==> config.mk <==
export PLATFORM = sky130hd
export DESIGN_NAME = pipeline_hazard_ctrl
export DESIGN_NICKNAME = d
export VERILOG_FILES = /design/src/rtl/pipeline_ctrl_pkg.sv /design/src/rtl/forwarding_unit.sv /design/src/rtl/pipeline_hazard_ctrl.sv
export SDC_FILE = /design/constraint.sdc
export NUM_CORES = 1
export LEC_CHECK = 0
export ABC_AREA = 1
export BUFFER_PORTS_ARGS = -buffer_cell sky130_fd_sc_hd__clkbuf_2
export CAP_MARGIN = 20
export CORE_UTILIZATION = 45
export DETAILED_ROUTE_END_ITERATION = 7
export GPL_TIMING_DRIVEN = 1
export PLACE_DENSITY = 0.74
export SETUP_SLACK_MARGIN = 0.3
export SLEW_MARGIN = 20
export SYNTH_ARGS = -nofsm -noshare
export SYNTH_HDL_FRONTEND = slang
export SYNTH_SLANG_ARGS = --single-unit
==> constraint.sdc <==
create_clock -name clk_i -period 2.17 [get_ports clk_i]
set_input_delay 0.1085 -clock clk_i [delete_from_list [all_inputs] [get_ports clk_i]]
set_output_delay 0.1085 -clock clk_i [all_outputs]
set_load 0.1 [all_outputs]
==> src/rtl/pipeline_ctrl_pkg.sv <==
// Shared types and helpers for the RV32I pipeline hazard controller.
package pipeline_ctrl_pkg;

    typedef enum logic [1:0] {
        FWD_RF = 2'd0,
        FWD_W  = 2'd1,
        FWD_M  = 2'd2
    } fwd_sel_t;

    typedef enum logic {
        RUN,
        MEM_WAIT
    } ctrl_state_t;

    localparam logic [4:0] REG_X0 = 5'd0;

    // M is younger than W, so its value wins when both write the same register.
    function automatic fwd_sel_t fwd_select(
        input logic [4:0] rs,
        input logic [4:0] wr_addr_m,
        input logic       reg_wr_en_m,
        input logic [4:0] wr_addr_w,
        input logic       reg_wr_en_w
    );
        if (rs != REG_X0 && reg_wr_en_m && rs == wr_addr_m) return FWD_M;
        if (rs != REG_X0 && reg_wr_en_w && rs == wr_addr_w) return FWD_W;
        return FWD_RF;
    endfunction

endpackage

==> src/rtl/forwarding_unit.sv <==
// Operand bypass selection for the two E-stage source registers.
module forwarding_unit
    import pipeline_ctrl_pkg::*;
(
    input  logic [4:0] rs1_addr_e_i,
    input  logic [4:0] rs2_addr_e_i,
    input  logic [4:0] wr_addr_m_i,
    input  logic [4:0] wr_addr_w_i,
    input  logic       reg_wr_en_m_i,
    input  logic       reg_wr_en_w_i,
    output fwd_sel_t   fwd_a_e_o,
    output fwd_sel_t   fwd_b_e_o
);

    always_comb begin
        fwd_a_e_o = fwd_select(rs1_addr_e_i, wr_addr_m_i, reg_wr_en_m_i, wr_addr_w_i, reg_wr_en_w_i);
        fwd_b_e_o = fwd_select(rs2_addr_e_i, wr_addr_m_i, reg_wr_en_m_i, wr_addr_w_i, reg_wr_en_w_i);
    end

endmodule

==> src/rtl/pipeline_hazard_ctrl.sv <==
// Stall/flush/forward sequencer for the 5-stage pipe, with a bounded wait on data memory.
// Handshake: the pipe is frozen while mem_req_m_i is high and mem_ack_i is low; ack releases it that cycle.
module pipeline_hazard_ctrl
    import pipeline_ctrl_pkg::*;
#(
    parameter int MEM_TIMEOUT = 64,
    parameter int CNT_W       = 16
) (
    input  logic             clk_i,
    input  logic             rst_i,
    input  logic [4:0]       rs1_addr_d_i,
    input  logic [4:0]       rs2_addr_d_i,
    input  logic [4:0]       rs1_addr_e_i,
    input  logic [4:0]       rs2_addr_e_i,
    input  logic [4:0]       wr_addr_e_i,
    input  logic [4:0]       wr_addr_m_i,
    input  logic [4:0]       wr_addr_w_i,
    input  logic             reg_wr_en_m_i,
    input  logic             reg_wr_en_w_i,
    input  logic             result_src_e_i,
    input  logic             pc_src_e_i,
    input  logic             mem_req_m_i,
    input  logic             mem_ack_i,
    output fwd_sel_t         fwd_a_e_o,
    output fwd_sel_t         fwd_b_e_o,
    output logic             stall_f_o,
    output logic             stall_d_o,
    output logic             stall_e_o,
    output logic             stall_m_o,
    output logic             flush_d_o,
    output logic             flush_e_o,
    output logic             bubble_w_o,
    output logic             mem_err_o,
    output logic [CNT_W-1:0] stall_cnt_o,
    output ctrl_state_t      state_o
);

    localparam int                WAIT_W    = $clog2(MEM_TIMEOUT);
    localparam logic [WAIT_W-1:0] WAIT_LAST = WAIT_W'(MEM_TIMEOUT - 1);

    ctrl_state_t       state;
    logic [WAIT_W-1:0] wait_cnt;
    logic              mem_hold;
    logic              lw_stall;
    logic              any_stall;

    forwarding_unit u_fwd (
        .rs1_addr_e_i  (rs1_addr_e_i),
        .rs2_addr_e_i  (rs2_addr_e_i),
        .wr_addr_m_i   (wr_addr_m_i),
        .wr_addr_w_i   (wr_addr_w_i),
        .reg_wr_en_m_i (reg_wr_en_m_i),
        .reg_wr_en_w_i (reg_wr_en_w_i),
        .fwd_a_e_o     (fwd_a_e_o),
        .fwd_b_e_o     (fwd_b_e_o)
    );

    assign mem_hold  = mem_req_m_i && !mem_ack_i;
    assign lw_stall  = result_src_e_i && (wr_addr_e_i != REG_X0) &&
                       ((rs1_addr_d_i == wr_addr_e_i) || (rs2_addr_d_i == wr_addr_e_i));
    assign any_stall = stall_f_o | stall_d_o | stall_e_o | stall_m_o;
    assign state_o   = state;

    // A memory hold freezes E, so a branch or load-use seen now is simply re-seen after release.
    always_comb begin
        stall_f_o  = 1'b0;
        stall_d_o  = 1'b0;
        stall_e_o  = 1'b0;
        stall_m_o  = 1'b0;
        flush_d_o  = 1'b0;
        flush_e_o  = 1'b0;
        bubble_w_o = 1'b0;
        if (rst_i) begin
            flush_d_o = 1'b1;
            flush_e_o = 1'b1;
        end else if (mem_hold) begin
            stall_f_o  = 1'b1;
            stall_d_o  = 1'b1;
            stall_e_o  = 1'b1;
            stall_m_o  = 1'b1;
            bubble_w_o = 1'b1;
        end else if (pc_src_e_i) begin
            flush_d_o = 1'b1;
            flush_e_o = 1'b1;
        end else if (lw_stall) begin
            stall_f_o = 1'b1;
            stall_d_o = 1'b1;
            flush_e_o = 1'b1;
        end
    end

    always_ff @(posedge clk_i or posedge rst_i) begin
        if (rst_i) begin
            state       <= RUN;
            wait_cnt    <= '0;
            mem_err_o   <= 1'b0;
            stall_cnt_o <= '0;
        end else begin
            if (any_stall && stall_cnt_o != '1) stall_cnt_o <= stall_cnt_o + 1'b1;
            case (state)
                RUN: begin
                    if (mem_hold) begin
                        state    <= MEM_WAIT;
                        wait_cnt <= '0;
                    end
                end
                MEM_WAIT: begin
                    if (mem_ack_i) begin
                        state <= RUN;
                    end else if (wait_cnt == WAIT_LAST) begin
                        mem_err_o <= 1'b1;
                    end else begin
                        wait_cnt <= wait_cnt + 1'b1;
                    end
                end
                default: state <= RUN;
            endcase
        end
    end

endmodule

Word level (Yosys, flattened, before mapping). Cells that the tools add are included.

Register bits after elaboration: 24. Latch bits: 0. Memory bits (writable): 0. Memory bits (read-only): 0. Input bits: 43. Output and inout port bits: 29. Word-level logic and storage cells: 72. Memories kept: 0.

Add/subtract/negate cells: 2. Multipliers: 0. Div/mod/pow operators: 0. $lt $le $gt $ge: 0. Equal/unequal tests: 11. Shift-type cells: 0. Mux-type cells: 32. Bitwise logic cells: 4. Reductions and logical operators: 19.

Operators by type and width (number): $eq A5 B5 Y1 (6); $mux W1 (19); $mux W6 (3); $add A16 B1 Y16 const B (1); $mux W2 (8); $ne A16 B16 Y1 const B (1); $reduce_bool A5 Y1 (3); $logic_and A1 B1 Y1 (12); $pmux W6 S2 (1); $add A6 B1 Y6 const B (1); $eq A6 B6 Y1 const B (1); $ne A2 B2 Y1 const B (3); $reduce_and A3 Y1 (2); $not A1 Y1 (2); $or A1 B1 Y1 (2); $pmux W1 S2 (1); $logic_not A1 Y1 (1); $logic_or A1 B1 Y1 (1).

Longest topological paths before layout.
Depth in word-level cells: 10. Depth in mapped cells: 12. Mapped depth without buffers: 11.

Modules after synthesis. A second synthesis with hierarchy kept.

Cell total of the unflattened synthesis: 343. Area, all modules: 2094.5 um^2.

Modules (own cells, without submodules): pipeline_hazard_ctrl (instances 1, cells each 232, area each 1651.6 um^2, sequential area each 600.6 um^2); forwarding_unit (instances 1, cells each 111, area each 442.9 um^2, sequential area each 0.0 um^2).

Worst setup path before layout. OpenSTA, ideal clock, no wires.

Path type: input to output. Start point: input rs1_addr_e_i[4]. End point: output fwd_a_e_o[0]. Data arrival time: 4.953 ns. Data required time: 2.061 ns. Path slack: -2.891 ns. Cell stages on the path: 4. Cells stage by stage: xnor2_1 nand2_1 nor4_1 nor2_1.

Word-level cells in the longest chain between the ends: 7. Elaborated cells on any way between the ends: 13. Classes of those cells: eq/ne: 2; mux: 6; reduce/logical: 5.

Ends and longest elaborated chain: start: declaration (line pipeline_hazard_ctrl.sv:13) `input logic [4:0] rs1_addr_e_i,`; $reduce_bool A5 Y1 (line pipeline_ctrl_pkg.sv:25, pipeline_ctrl_pkg.sv:26); $logic_and A1 B1 Y1 (2 in a row) (line pipeline_ctrl_pkg.sv:26) `if (rs != REG_X0 && reg_wr_en_w && rs == wr_addr_w) return FWD_W;`; $mux W1 (2 in a row) (line pipeline_ctrl_pkg.sv:26); $mux W2 (line pipeline_ctrl_pkg.sv:27) `return FWD_RF;`; $mux W2 * (line pipeline_ctrl_pkg.sv:26); end: declaration (line pipeline_hazard_ctrl.sv:24) `output fwd_sel_t fwd_a_e_o,`.

Mark *: on every way between the ends. The rest lies on a longest branch, timed or not. The select of a mux whose other input is x is not followed.

Final worst setup path.
Start point: register stall_cnt_o[0]. End point: register stall_cnt_o[4].

Word-level cells in the longest chain between the ends: 2. Elaborated cells on any way between the ends: 3. Classes of those cells: add/sub: 1; eq/ne: 1; reduce/logical: 1.

Ends and longest elaborated chain: start: declaration (line pipeline_hazard_ctrl.sv:34) `output logic [CNT_W-1:0] stall_cnt_o,`; start signal: assignment (line pipeline_hazard_ctrl.sv:99) `if (any_stall && stall_cnt_o != '1) stall_cnt_o <= stall_cnt_o + 1'b1;`; branches (longest 2 deep; another with $add A16 B1 Y16).

Several ways; the timed one is not identified. A chain may end at the register's enable or synchronous reset.

==> results.yml <==
routing:
  drcViolationCount: 0
  drt.antenna.violating_nets: 0
  drtIter0Drc: 104
  num_vias: 1955
  wire_per_inst_um: 10.9
  viasPerCell: 4.89
  totalWireLength_um: 4360
  firstDrtPassIters: 4
final_layout:
  antenna_cells: 0
  fin_cells: 400
  nNetsFinal: 396
  areaGrowthSynthToFinish_pct: 30.2
  stdcell_area_um2: 2460
  post_route_cells_drive_above_1_share: 0.314
yosys:
  synth_largest_area_cell: "dfrtp_1"
  syn_nets: 322
  synth_enable_flop_cells: 0
  synthCells: 277
  async_reset_ff_frac: 1.00
  synthTopCellsByArea: "dfrtp_1 32%, nand2_1 17%, xor2_1 9.3%, nand3_1 7.7%, inv_1 6.9%"
  synth_seq_cells: 24
  yosysMostFrequentCell: "nand2_1"
  synth-seq-area-share: 0.317
  ys_types: 28
  yosysTopAreaCellShare: 0.317
  yosysWarnings: 0
  yosys-top-cells-count: "85 x nand2_1, 35 x inv_1, 29 x nand3_1"
  synth-main-ff-cell: "dfrtp_1"
  netlist_area_um2: 1890
  avgSynthCellArea_um2: 6.83
min_path:
  hold_class: "primary input to flip-flop"
clock_tree:
  cts_root_buf: "clkbuf_8"
  numCtsBuffers: 3
  cts.sinks: 24
  path_clk_slew_ns: 0.09
  clockBufferDepth: 2
  tritoncts: "done"
  clk_latency_ns: 0.27
  cts-htree-levels: 1
floorplanning:
  initial_utilization: 0.470
  die_area_um2: 4470
  row_count: 23
  die_h_um: 66.8
  io_pins: 72
  core_area_um2: 4030
  die_w_um: 66.8
timing:
  fin_skew_ns: 0.0132
  setup_viol: 0
  finalWorstSetupSlack_ns: 0.523
  slew_violations: 0
  hold_violations: 0
  tns_ns: 0
  relSlewSlack: 0.639
  max_clock_freq_mhz: 607
  fin_crit_ns: 1.65
  tightest_slew_ns: 0.543
  rsz0062_at_grt: "false"
  post-route-period-util: 0.759
worst_setup_path:
  endpoint_kind: "flip-flop"
  crit_path_max_incr_delay_ns: 0.46
  cp_common_cell: "nand2_1"
  crit_chain: "ha_4, inv_1, nor2_2, nand2_2, nor2_4, nand4_4, buf_12, nand2_8, nand2_1, nand2_1"
  cp-start-kind: "flip-flop"
  worstPathMaxFanout: 17
  crit_required_ns: 2.37
  crit_type: "flip-flop to flip-flop"
  slowest_stage: "dfrtp_4"
  cp_data_arrival_time_ns: 1.85
  cp_top_family: "simple AND/OR/NAND/NOR gates"
  r2r_slack_ns: 0.52
  path_buf_inv: 2
global_routing:
  grt_overflow: 0
  antenna_found_initial: 0
  grt_max_degree: 25
  grt_pass1_wl_um: 7230
  grt_pass1_vias: 1770
  track_usage: 0.207
flow_run:
  drv_cap: 0
pwr:
  total_power_w: 0.00149
  p_leak_nw: 1.33
  power_density_nw_per_um2: 606
  vdd_drop_max_uv: 513
place:
  finalWeightedCongestion: 0.798
  port-buffer-count: 71
  placed_cells: 394
  hpwl_um: 3530
  place_area_um2: 2370
  placement.setup.worst_slack_ns: 0.404
outcome:
  status: "finished, final reports clean"
registers in the layout (all words and copies together), names as in the netlist:
register and cells:
state_o 1, stall_cnt_o 16, mem_err_o 1, wait_cnt 6
kinds of logic (layout without fill, tap and decap cells):
family	after synthesis	count (layout)	share of synthesized area
fa+ha+maj	2	2	0.0132
compound gates	13	13	0.0410
simple gates	165	165	0.388
xor+xnor	32	32	0.148
buf+inv	41	114	0.0926
flops	24	24	0.317
path summary, 6_finish.rpt:
kind,from,endpoint,cells after the start
setup / recovery,stall_cnt_o[0],stall_cnt_o[4],10
min in group asynchronous,rst_i,wait_cnt[5],4
max in group asynchronous,rst_i,stall_cnt_o[4],4
hold / removal,mem_ack_i,state_o,4
hold reg to reg,mem_err_o,mem_err_o,1
setup reg to reg,stall_cnt_o[0],stall_cnt_o[4],10
layout make-up:
type | instances | area (um2)
sequential | 24 | 637
timing repair buffer | 75 | 400
multi-input combinational | 212 | 1180
inverter | 35 | 131
clock buffer | 4 | 55.1
tap | 50 | 62.6
fill | 382 | 1570
power by group:
part / switching (W) / total, W / internal (W)
Combinational: 0.000448 / 0.000602 / 0.000154
Sequential: 0.0000674 / 0.000580 / 0.000513
Clock: 0.000146 / 0.000308 / 0.000162
Total: 0.000661 / 0.00149 / 0.000830
repair_timing:
item / 4_1_cts / 5_1_grt
endpoints found under the setup margin: 0 / 16
gates resized for setup: 0 / 1
hold endpoints to repair: 24 / 0
setup buffers: 0 / 1
hold buffers: 1 / 0
worst reg2reg max path, stage by stage, from the launching register on:
cell,delay (ns)
dfrtp_4,0.46
ha_4,0.16
inv_1,0.05
nor2_2,0.16
nand2_2,0.10
nor2_4,0.13
nand4_4,0.10
buf_12,0.17
nand2_8,0.11
nand2_1,0.07
nand2_1,0.06
layer usage:
metal | up-vias | track usage | part of all wire
li1 | 1018 | - | -
met1 | 879 | 0.251 | 0.45
met4 | 0 | 0.0559 | 0.0078
met3 | 6 | 0.0377 | 0.043
met2 | 52 | 0.370 | 0.50
met5 | - | 0 | 0
cells in the final DEF (no fill, tap or decap):
cell / netlist / final
o2111ai_1: 1 / 1
nor3_1: 5 / 5
a31oi_1: 1 / 1
inv_1: 35 / 35
ha_4: 0 / 1
o31ai_1: 1 / 1
dlygate4sd3_1: 0 / 1
nand3_1: 29 / 29
nand4_1: 5 / 5
nand2_2: 2 / 2
nand4_4: 1 / 1
a21o_1: 1 / 1
o21ai_0: 4 / 4
dfrtp_2: 0 / 11
nor2_4: 1 / 3
xor2_1: 20 / 20
nand3b_1: 1 / 1
or2_2: 2 / 2
nand2_1: 85 / 85
a21oi_1: 3 / 2
buf_12: 0 / 1
dfrtp_1: 24 / 7
nor4_4: 0 / 1
xnor2_1: 12 / 12
ha_1: 2 / 1
nand2_8: 0 / 1
o22ai_1: 2 / 2
nor2_1: 28 / 24
clkbuf_2: 0 / 71
dfrtp_4: 0 / 6
nor4_1: 4 / 3
a21oi_2: 0 / 1
nor2_2: 1 / 3
clkbuf_8: 0 / 4
buf_4: 3 / 2
stage by stage:
step                      hold slack, ns   util
after global routing               0.211  0.611
after global placement             0.211  0.588
after detailed placement           0.222  0.588
after floorplan                    0.122      -
final                              0.181  0.611
after CTS                          0.176  0.604
(Power assumes the default switching activity.)
